## src/rtl/mem_port_arbiter.sv

```systemverilog
// Two-requester round-robin arbiter for a single-port data memory (combinational read, posedge write).
// Optional atomic lock sequences are compiled in with `define MEM_ARB_LOCK_EN.
module mem_port_arbiter #(
  parameter int AW = 8,
  parameter int DW = 8
) (
  input  logic          clk,
  input  logic          rst_n,
  input  logic          req0,
  input  logic          we0,
  input  logic [AW-1:0] addr0,
  input  logic [DW-1:0] wdata0,
  input  logic          lock0,
  output logic          gnt0,
  output logic [DW-1:0] rdata0,
  output logic          rvalid0,
  input  logic          req1,
  input  logic          we1,
  input  logic [AW-1:0] addr1,
  input  logic [DW-1:0] wdata1,
  input  logic          lock1,
  output logic          gnt1,
  output logic [DW-1:0] rdata1,
  output logic          rvalid1,
  output logic          mem_write_en,
  output logic          mem_read_en,
  output logic [AW-1:0] mem_address,
  output logic [DW-1:0] mem_wdata,
  input  logic [DW-1:0] mem_rdata,
  output logic          busy
);

  typedef enum logic [1:0] {IDLE, LOCK0, LOCK1} state_t;

  state_t state;
  logic   rr_ptr;
  logic   sel0;
  logic   sel1;

`ifndef MEM_ARB_LOCK_EN
  logic unused_lock;
  assign unused_lock = lock0 ^ lock1;
`endif

  // Grant decision; a lock owner is the only candidate while its lock is held.
  always_comb begin
    sel0 = 1'b0;
    sel1 = 1'b0;
    case (state)
      IDLE: begin
        if (req0 && (!req1 || !rr_ptr)) sel0 = 1'b1;
        else if (req1)                  sel1 = 1'b1;
      end
`ifdef MEM_ARB_LOCK_EN
      LOCK0: sel0 = req0;
      LOCK1: sel1 = req1;
`endif
      default: ;
    endcase
  end

  assign gnt0 = rst_n & sel0;
  assign gnt1 = rst_n & sel1;
  assign busy = gnt0 | gnt1;

  always_comb begin
    mem_address  = '0;
    mem_wdata    = '0;
    mem_write_en = 1'b0;
    mem_read_en  = 1'b0;
    if (gnt0) begin
      mem_address  = addr0;
      mem_wdata    = wdata0;
      mem_write_en = we0;
      mem_read_en  = ~we0;
    end else if (gnt1) begin
      mem_address  = addr1;
      mem_wdata    = wdata1;
      mem_write_en = we1;
      mem_read_en  = ~we1;
    end
  end

  // Read return stage and arbitration state
  always_ff @(posedge clk or negedge rst_n) begin
    if (!rst_n) begin
      state   <= IDLE;
      rr_ptr  <= 1'b0;
      rdata0  <= '0;
      rdata1  <= '0;
      rvalid0 <= 1'b0;
      rvalid1 <= 1'b0;
    end else begin
      rvalid0 <= gnt0 & ~we0;
      rvalid1 <= gnt1 & ~we1;
      if (gnt0 && !we0) rdata0 <= mem_rdata;
      if (gnt1 && !we1) rdata1 <= mem_rdata;
      case (state)
        IDLE: begin
          if (gnt0)      rr_ptr <= 1'b1;
          else if (gnt1) rr_ptr <= 1'b0;
`ifdef MEM_ARB_LOCK_EN
          if (gnt0 && lock0)      state <= LOCK0;
          else if (gnt1 && lock1) state <= LOCK1;
`endif
        end
`ifdef MEM_ARB_LOCK_EN
        // Pointer is frozen inside a lock and hands priority over on exit.
        LOCK0: if (!req0 || !lock0) begin
          state  <= IDLE;
          rr_ptr <= 1'b1;
        end
        LOCK1: if (!req1 || !lock1) begin
          state  <= IDLE;
          rr_ptr <= 1'b0;
        end
`endif
        default: state <= IDLE;
      endcase
    end
  end

endmodule
```

## config.mk

```make
export PLATFORM = sky130hd
export DESIGN_NAME = mem_port_arbiter
export DESIGN_NICKNAME = d
export VERILOG_FILES = /design/src/rtl/mem_port_arbiter.sv
export SDC_FILE = /design/constraint.sdc
export NUM_CORES = 1
export LEC_CHECK = 0
export CORE_MARGIN = 8
export CORE_UTILIZATION = 32
export DETAILED_ROUTE_END_ITERATION = 12
export HOLD_SLACK_MARGIN = 0.03
export PLACE_DENSITY_LB_ADDON = 0.1
export SLEW_MARGIN = 30
export SYNTH_ARGS = -nofsm -noshare
export SYNTH_HDL_FRONTEND = slang
export SYNTH_SLANG_ARGS = --single-unit
```

## constraint.sdc

```tcl
create_clock -name clk -period 3.6 [get_ports clk]
set_input_delay 0.9 -clock clk [delete_from_list [all_inputs] [get_ports clk]]
set_output_delay 0.9 -clock clk [all_outputs]
set_load 0.005 [all_outputs]
```

==> results of run 1 <==
-- through the flow --
| stage | setup slack [ps] | power (mW) |
|---|---|---|
| after floorplan | 1030 | 0.374 |
| after CTS | 46.2 | 0.696 |
| after global placement | 106 | 0.582 |
| final | 186 | 0.679 |
| after detailed placement | 50.1 | 0.590 |
| after global routing | 130 | 0.728 |
-- state kept, by name, summed over array words and instances, names as in the netlist --
name	count
rvalid1	1
rvalid0	1
rdata1	8
rr_ptr	1
rdata0	8
-- repair_timing --
item                                    4_1_cts  5_1_grt
resized for setup                             0        2
hold buffers                                  0        0
endpoints found under the setup margin        0        7
hold endpoints to repair                      0        0
-- per-layer routing --
layer  track usage  vias to the layer above  routed length [um]
met1         0.171                      438                1400
met2         0.216                       59                1560
met5             0                        -                   0
met4        0.0478                        0                  17
met3        0.0687                        2                 460
li1              -                      436                   -
-- cell type report --
class | count | area, um^2
Multi-Input combinational cell | 43 | 419
Timing Repair Buffer | 91 | 923
Tap cell | 31 | 38.8
Inverter | 1 | 3.75
Clock buffer | 4 | 26.3
Fill cell | 233 | 847
Sequential cell | 19 | 475
-- synth_stat cells --
library cell,n
dfrtp_1,19
a22o_1,17
mux2_2,16
a211oi_4,2
a21oi_2,2
buf_2,2
nand2_1,2
inv_2,1
nand2_2,1
o21a_1,1
o21ai_0,1
or2_2,1
-- power by group --
group          internal [mW]  leakage (nW)  switching, mW  total (mW)
logic                  0.207         0.530         0.0839       0.291
registers              0.262         0.229         0.0266       0.288
clock network         0.0430        0.0150         0.0570       0.100
total                  0.512         0.774          0.167       0.679
-- final timing paths --
check | end | start | slack (ps)
setup / recovery | mem_wdata[2] | req0 | 190
hold / removal | rr_ptr | rst_n | 440
setup reg to reg | rdata1[3] | rr_ptr | 2150
hold reg to reg | rdata1[5] | rdata1[5] | 510
max in group asynchronous | rdata0[3] | rst_n | 2670
min in group clk | rdata1[5] | rdata1[5] | 510
-- worst reg2reg max path: stages (launching register included) --
cell and delay [ps]:
dfrtp_1 480, inv_2 90, a211oi_4 210, buf_4 220, mux2_2 350
-- placed cells by master (no fill, tap or decap), drive strengths merged --
cell	Yosys	layout
or2	1	1
a22o	17	17
a21oi	2	2
buf	2	7
dfrtp	19	19
clkbuf	0	4
dlymetal6s2s	0	2
a211oi	2	2
nand2	3	3
o21a	1	1
clkdlybuf4s50	0	82
inv	1	1
mux2	16	16
o21ai	1	1
-- cells by family after synthesis --
family	Yosys count	share of synthesized area
flops	19	0.523
simple gates	4	0.0221
compound gates	23	0.241
buf+inv	3	0.0151
mux	16	0.198
==> metrics.cfg, run 1 <==
[worst_setup_path]
critPathCaptureType=primary output
cp.depth=6
critPathArrivalTime_ps=2510
slowest_delay_ps=520
cpMostUsedCell=clkdlybuf4s50_1
slowest_stage=clkdlybuf4s50_1
required_ps=2700
path_max_fanout=18
worstRegToRegCells=4
crit_type=input pin to primary output
path_cells=clkdlybuf4s50_1, buf_4, a21oi_2, buf_12, a22o_1, clkdlybuf4s50_1
path_buf_inv=4
startpoint_type=input pin
critical_path.top_delay_family=buffers and inverters

[timing]
setup_violations=0
worst_pin_slew_ps=259
period_needed_ps=3410
period_share=0.948
rsz0062_at_grt=false
hold_violations=0
tns_ps=0
timing.fmax_mhz=293
hold_ws_ps=440
maxSlewHeadroom=0.827
drv_slew=0
finalClockSkew_ps=1.96

[grt]
overflow=0
grt_pass1_wl_mm=5.69
grt_max_degree=19
grt_usage=0.143
grt_pass1_vias=1006
antenna_found_initial=0

[cts]
cts_setup_buffers=0
numCtsBuffers=3
cts_tree=yes
cts_buffer_depth=2
clockRootBuffer=clkbuf_4
htree_levels=1
clk_latency_ps=280
cts.sinks=19
path_clk_slew_ps=90

[pwr]
p_leak_nw=0.774
p_per_area_mw_per_mm2=360
ir_drop_v=0.000395

[synthesis]
syn_area_per_cell_um2=14.0
syn_inst=65
synth_top_area_frac=0.523
synth_top_area_cell=dfrtp_1
yosysUniqueCellTypes=12
syn_area_um2=908
ys_warn_count=0
syn_nets=113
synth_area_leaders=dfrtp_1 (52%), mux2_2 (20%), a22o_1 (16%), a211oi_4 (4.4%), a21oi_2 (1.9%)
ys_ff_latch=19
yosysSeqAreaShare=0.523

[cells_and_area]
area_growth_pct=108
instances_no_fill=189
layout.nets=207
num_antenna_cells=0
utilization=0.690
drive_gt1_frac=0.209
final_area_mm2=0.00189

[route]
vias_per_cell=4.95
drc=0
num_vias=935
post_drt_wl_per_cell_um=18.2
ant_nets=0
first_pass_iters=4
routed_wl_mm=3.44
drt_iter0_drc=30

[floorplan]
dieArea_mm2=0.00480
dieHeight_um=69.3
coreArea_mm2=0.00273
start_util=0.332
die_x_um=69.3
rows=19
io_pins=87

[place]
placed_cell_area_mm2=0.00186
dp_hpwl_mm=2.89
gp_congestion=0.800
placedCellCount=185
port_buffers=84

[worst_hold_path]
hp-class=input pin to async pin

[status]
outcome=complete, no violations

[flow_run]
drv_cap=0

No activity file was read; power rests on OpenSTA's default activity.
==> run 2: changes to the inputs <==
Settings changed: CORE_UTILIZATION 32 to 33, CTS_BUF_LIST set to sky130_fd_sc_hd__clkbuf_8, REMOVE_ABC_BUFFERS set to 1.
==> metrics.cfg, run 2 (synthesis gave the netlist of run 1 again) <==
[route]
ant_nets=0
drc=0
highest_layer=met4
drt-met1-wl_mm=1.19
drt_iter0_drc=26
first_pass_iters=2
num_vias=930
post_drt_wl_per_cell_um=17.9
vias_per_cell=4.92
wl_met2_mm=1.70
wl_met3_um=478
routed_wl_mm=3.39

[cells_and_area]
layout.nets=207
filler_cell_count=203
layout_common_cells=clkdlybuf4s50_1 (83), dfrtp_1 (19), a22o_1 (17), mux2_2 (16), buf_4 (5)
area_growth_pct=110
final_common_cell=clkdlybuf4s50_1
layout.area.seq_um2=475
reg_top3=rdata0 (8), rdata1 (8)
num_antenna_cells=0
multi_input_area_um2=422
drive_gt1_frac=0.222

[grt]
grt_max_degree=19
antenna_found_initial=0
grt_usage=0.138
overflow=0
grt_pass1_wl_mm=4.99
grt_pass1_vias=998

[worst_setup_path]
startpoint_type=input pin
path_max_fanout=18
worstReg2RegStart=rr_ptr
critPathArrivalTime_ps=2560
crit_type=input pin to primary output
r2r_slack_ps=2130
critPathLaunch=req1
critPathCaptureType=primary output
required_ps=2700

[worst_hold_path]
hp-class=input pin to async pin

[floorplan]
start_util=0.338
die_x_um=68.5
rows=19
dieHeight_um=68.5
dieArea_mm2=0.00469
io_pins=87
coreArea_mm2=0.00269

[cts]
cts_setup_buffers=0
hold_buffers=0
htree_levels=1
clk_latency_ps=250
path_clk_slew_ps=70
cts.sinks=19
numCtsBuffers=3
cts.repair.resized=0
cts_tree=yes
clockRootBuffer=clkbuf_8
cts_buffer_depth=2

[timing]
period_needed_ps=3460
timing.fmax_mhz=289
finalClockSkew_ps=3.86
drv_slew=0
period_share=0.960
worst_slack_ps=143
setup_violations=0
hold_violations=0
rsz0062_at_grt=false
worst_pin_slew_ps=233
tns_ps=0
maxSlewHeadroom=0.845

[place]
port_buffers=84
dp_hpwl_mm=2.87
post-place-ws_ps=34.0
gp_congestion=0.774

[flow_run]
drv_cap=0

[pwr]
p_leak_nw=0.772
power.total_uw=728
p_per_area_mw_per_mm2=381
ir_drop_v=0.000322

[status]
outcome=complete, no violations

run 2: power breakdown:
group	switching, mW	leakage (nW)	total [mW]	internal (mW)
combinational	0.0847	0.521	0.292	0.207
clock	0.0681	0.0217	0.146	0.0778
sequential	0.0281	0.229	0.290	0.262
run 2: final cells by class:
class                           instances  share of cell area
Tap cell                               31              0.0203
Sequential cell                        19               0.249
Inverter                                1             0.00197
Timing Repair Buffer                   91               0.482
Clock inverter                          1             0.00393
Multi-Input combinational cell         43               0.221
Clock buffer                            3              0.0216
run 2: worst paths after layout:
kind	end	depth (start not counted)
setup / recovery	mem_address[0]	6
hold / removal	rr_ptr	1
setup reg to reg	rdata1[7]	4
hold reg to reg	rdata1[0]	1
max in group asynchronous	rdata1[5]	2
min in group clk	rdata1[0]	1
run 2: stage by stage:
| step | instances | instance area, um^2 | utilization | hold slack (ps) |
|---|---|---|---|---|
| floorplan | 63 | 898 | - | 505 |
| global placement | 185 | 1860 | 0.691 | 489 |
| detailed placement | 185 | 1860 | 0.691 | 495 |
| CTS | 189 | 1900 | 0.709 | 517 |
| global route | 189 | 1910 | 0.711 | 482 |
| finish | 189 | 1910 | 0.711 | 481 |
run 2: per-layer routing:
layer / global-route usage / vias to the layer above
met5: 0 / -
met4: 0.0307 / 0
met3: 0.0458 / 2
met2: 0.253 / 51
met1: 0.150 / 441
li1: - / 436
run 2: critical path: stages:
cell             delay [ps]
clkdlybuf4s50_1         560
nand2_2                 120
a21oi_2                 170
buf_12                  160
a22o_1                  140
clkdlybuf4s50_1         500
==> run 3: changes to the inputs <==
Settings changed: CORE_UTILIZATION 33 to 31.
Clock period 3.6 ns to 3.3 ns, I/O delays scaled along.
==> metrics.cfg, run 3 (synthesis gave the netlist of run 1 again) <==
[place]
placedCellCount=188
gp_congestion=0.738
dp_hpwl_mm=3.04
port_buffers=84
post-place-ws_ps=1.98

[worst_setup_path]
path_cells=clkdlybuf4s50_1, buf_4, a21oi_4, buf_4, a22o_1, clkdlybuf4s50_1
startpoint_type=input pin
slowest_stage=clkdlybuf4s50_1
required_ps=2470
crit_type=input pin to primary output
worstReg2RegStart=rr_ptr
critPathArrivalTime_ps=2410
slowest_delay_ps=520
critical_path.top_delay_family=buffers and inverters
path_buf_inv=4
worstRegToRegCells=4
path_max_fanout=8
r2r-end=rdata1[3]
critPathCaptureType=primary output
r2r_slack_ps=1770

[cts]
clk_latency_ps=250
numCtsBuffers=3
cts_tree=yes
path_clk_slew_ps=70
cts.sinks=19
cts_buffer_depth=2
htree_levels=1
hold_buffers=0
clockRootBuffer=clkbuf_8

[route]
post_drt_wl_per_cell_um=18.7
routed_wl_mm=3.58
drt-met1-wl_mm=1.36
drt_iter0_drc=21
ant_nets=0
first_pass_iters=2
highest_layer=met4
num_vias=925
drc=0
wl_met2_mm=2.00
vias_per_cell=4.82
wl_met3_um=205

[cells_and_area]
utilization=0.694
instances_no_fill=192
final_common_cell=clkdlybuf4s50_1
reg_top3=rdata0 (8), rdata1 (8)
layout_common_cells=clkdlybuf4s50_1 (82), dfrtp_1 (19), a22o_1 (17), mux2_2 (16), buf_4 (8)
layout.nets=210
num_antenna_cells=0
drive_gt1_frac=0.224
area_growth_pct=113

[grt]
overflow=0
grt_usage=0.145
antenna_found_initial=0
grt_max_degree=19
grt_pass1_vias=1038
grt_pass1_wl_mm=5.72

[floorplan]
die_x_um=70.1
dieArea_mm2=0.00492
io_pins=87
dieHeight_um=70.1
rows=19
coreArea_mm2=0.00278
start_util=0.327

[worst_hold_path]
holdPathEnd=rdata1[1]
hp-class=register to register
min_path_cells=1
holdCritStartpoint=rdata1[1]

[pwr]
ir_drop_v=0.000425
p_leak_nw=0.799
p_per_area_mw_per_mm2=411

[timing]
maxSlewHeadroom=0.822
hold_ws_ps=508
period_share=0.980
setup_violations=0
finalClockSkew_ps=3.03
drv_slew=0
tns_ps=0
period_needed_ps=3230
hold_violations=0
worst_slack_ps=67.0
worst_pin_slew_ps=267
timing.fmax_mhz=309
rsz0062_at_grt=true

[flow_run]
drv_cap=0

[status]
outcome=complete, no violations

==> run 3: changes by cell type in the layout (fill, tap and decap cells not counted), sizes merged <==
cell           before  now
buf                 7   10
clkdlybuf4s50      83   82
clkinvlp            1    0
dlygate4sd2         0    1
inv                 1    2
==> run 3: area by class of cell <==
cell class                 count  area, um^2
clock inverter                 1        3.75
tap                           31        38.8
sequential                    19         475
fill                         231         851
clock buffer                   3        41.3
multi-input combinational     43         434
inverter                       1        3.75
timing repair buffer          94         933
==> run 3: what timing repair did <==
item,in CTS,in global routing
buffers inserted,0,0
endpoints found under the setup margin,1,15
gates resized for setup,1,4
hold endpoints to repair,0,0
==> run 3: where the power goes <==
part	total (mW)	internal [mW]	switching, mW
Sequential	0.316	0.286	0.0300
Clock	0.154	0.0826	0.0717
Combinational	0.324	0.228	0.0963
==> run 3: worst max-delay path by stage <==
stage | endpoint | cells after the start | from
after floorplan | mem_address[0] | 3 | req0
after global placement | mem_address[2] | 6 | rst_n
after detailed placement | mem_address[2] | 6 | rst_n
after CTS | mem_address[2] | 6 | req1
after global routing | mem_wdata[5] | 6 | req0
final | mem_wdata[5] | 6 | req1
==> run 3: per-layer routing <==
| metal | track usage | vias up |
|---|---|---|
| met5 | 0 | - |
| met4 | 0.0335 | 0 |
| met3 | 0.0508 | 2 |
| met2 | 0.269 | 31 |
| met1 | 0.153 | 450 |
| li1 | - | 442 |
==> run 3: stage by stage <==
step | power [mW] | instance area (um^2)
detailed placement | 0.648 | 1870
floorplan | 0.407 | 898
global route | 0.841 | 1930
global placement | 0.635 | 1870
finish | 0.794 | 1930
CTS | 0.808 | 1910
==> run 3: worst register-to-register path: stages (launching register included) <==
cell and delay, ps:
dfrtp_1 490, inv_2 110, a211oi_4 230, buf_4 220
mux2_2 350
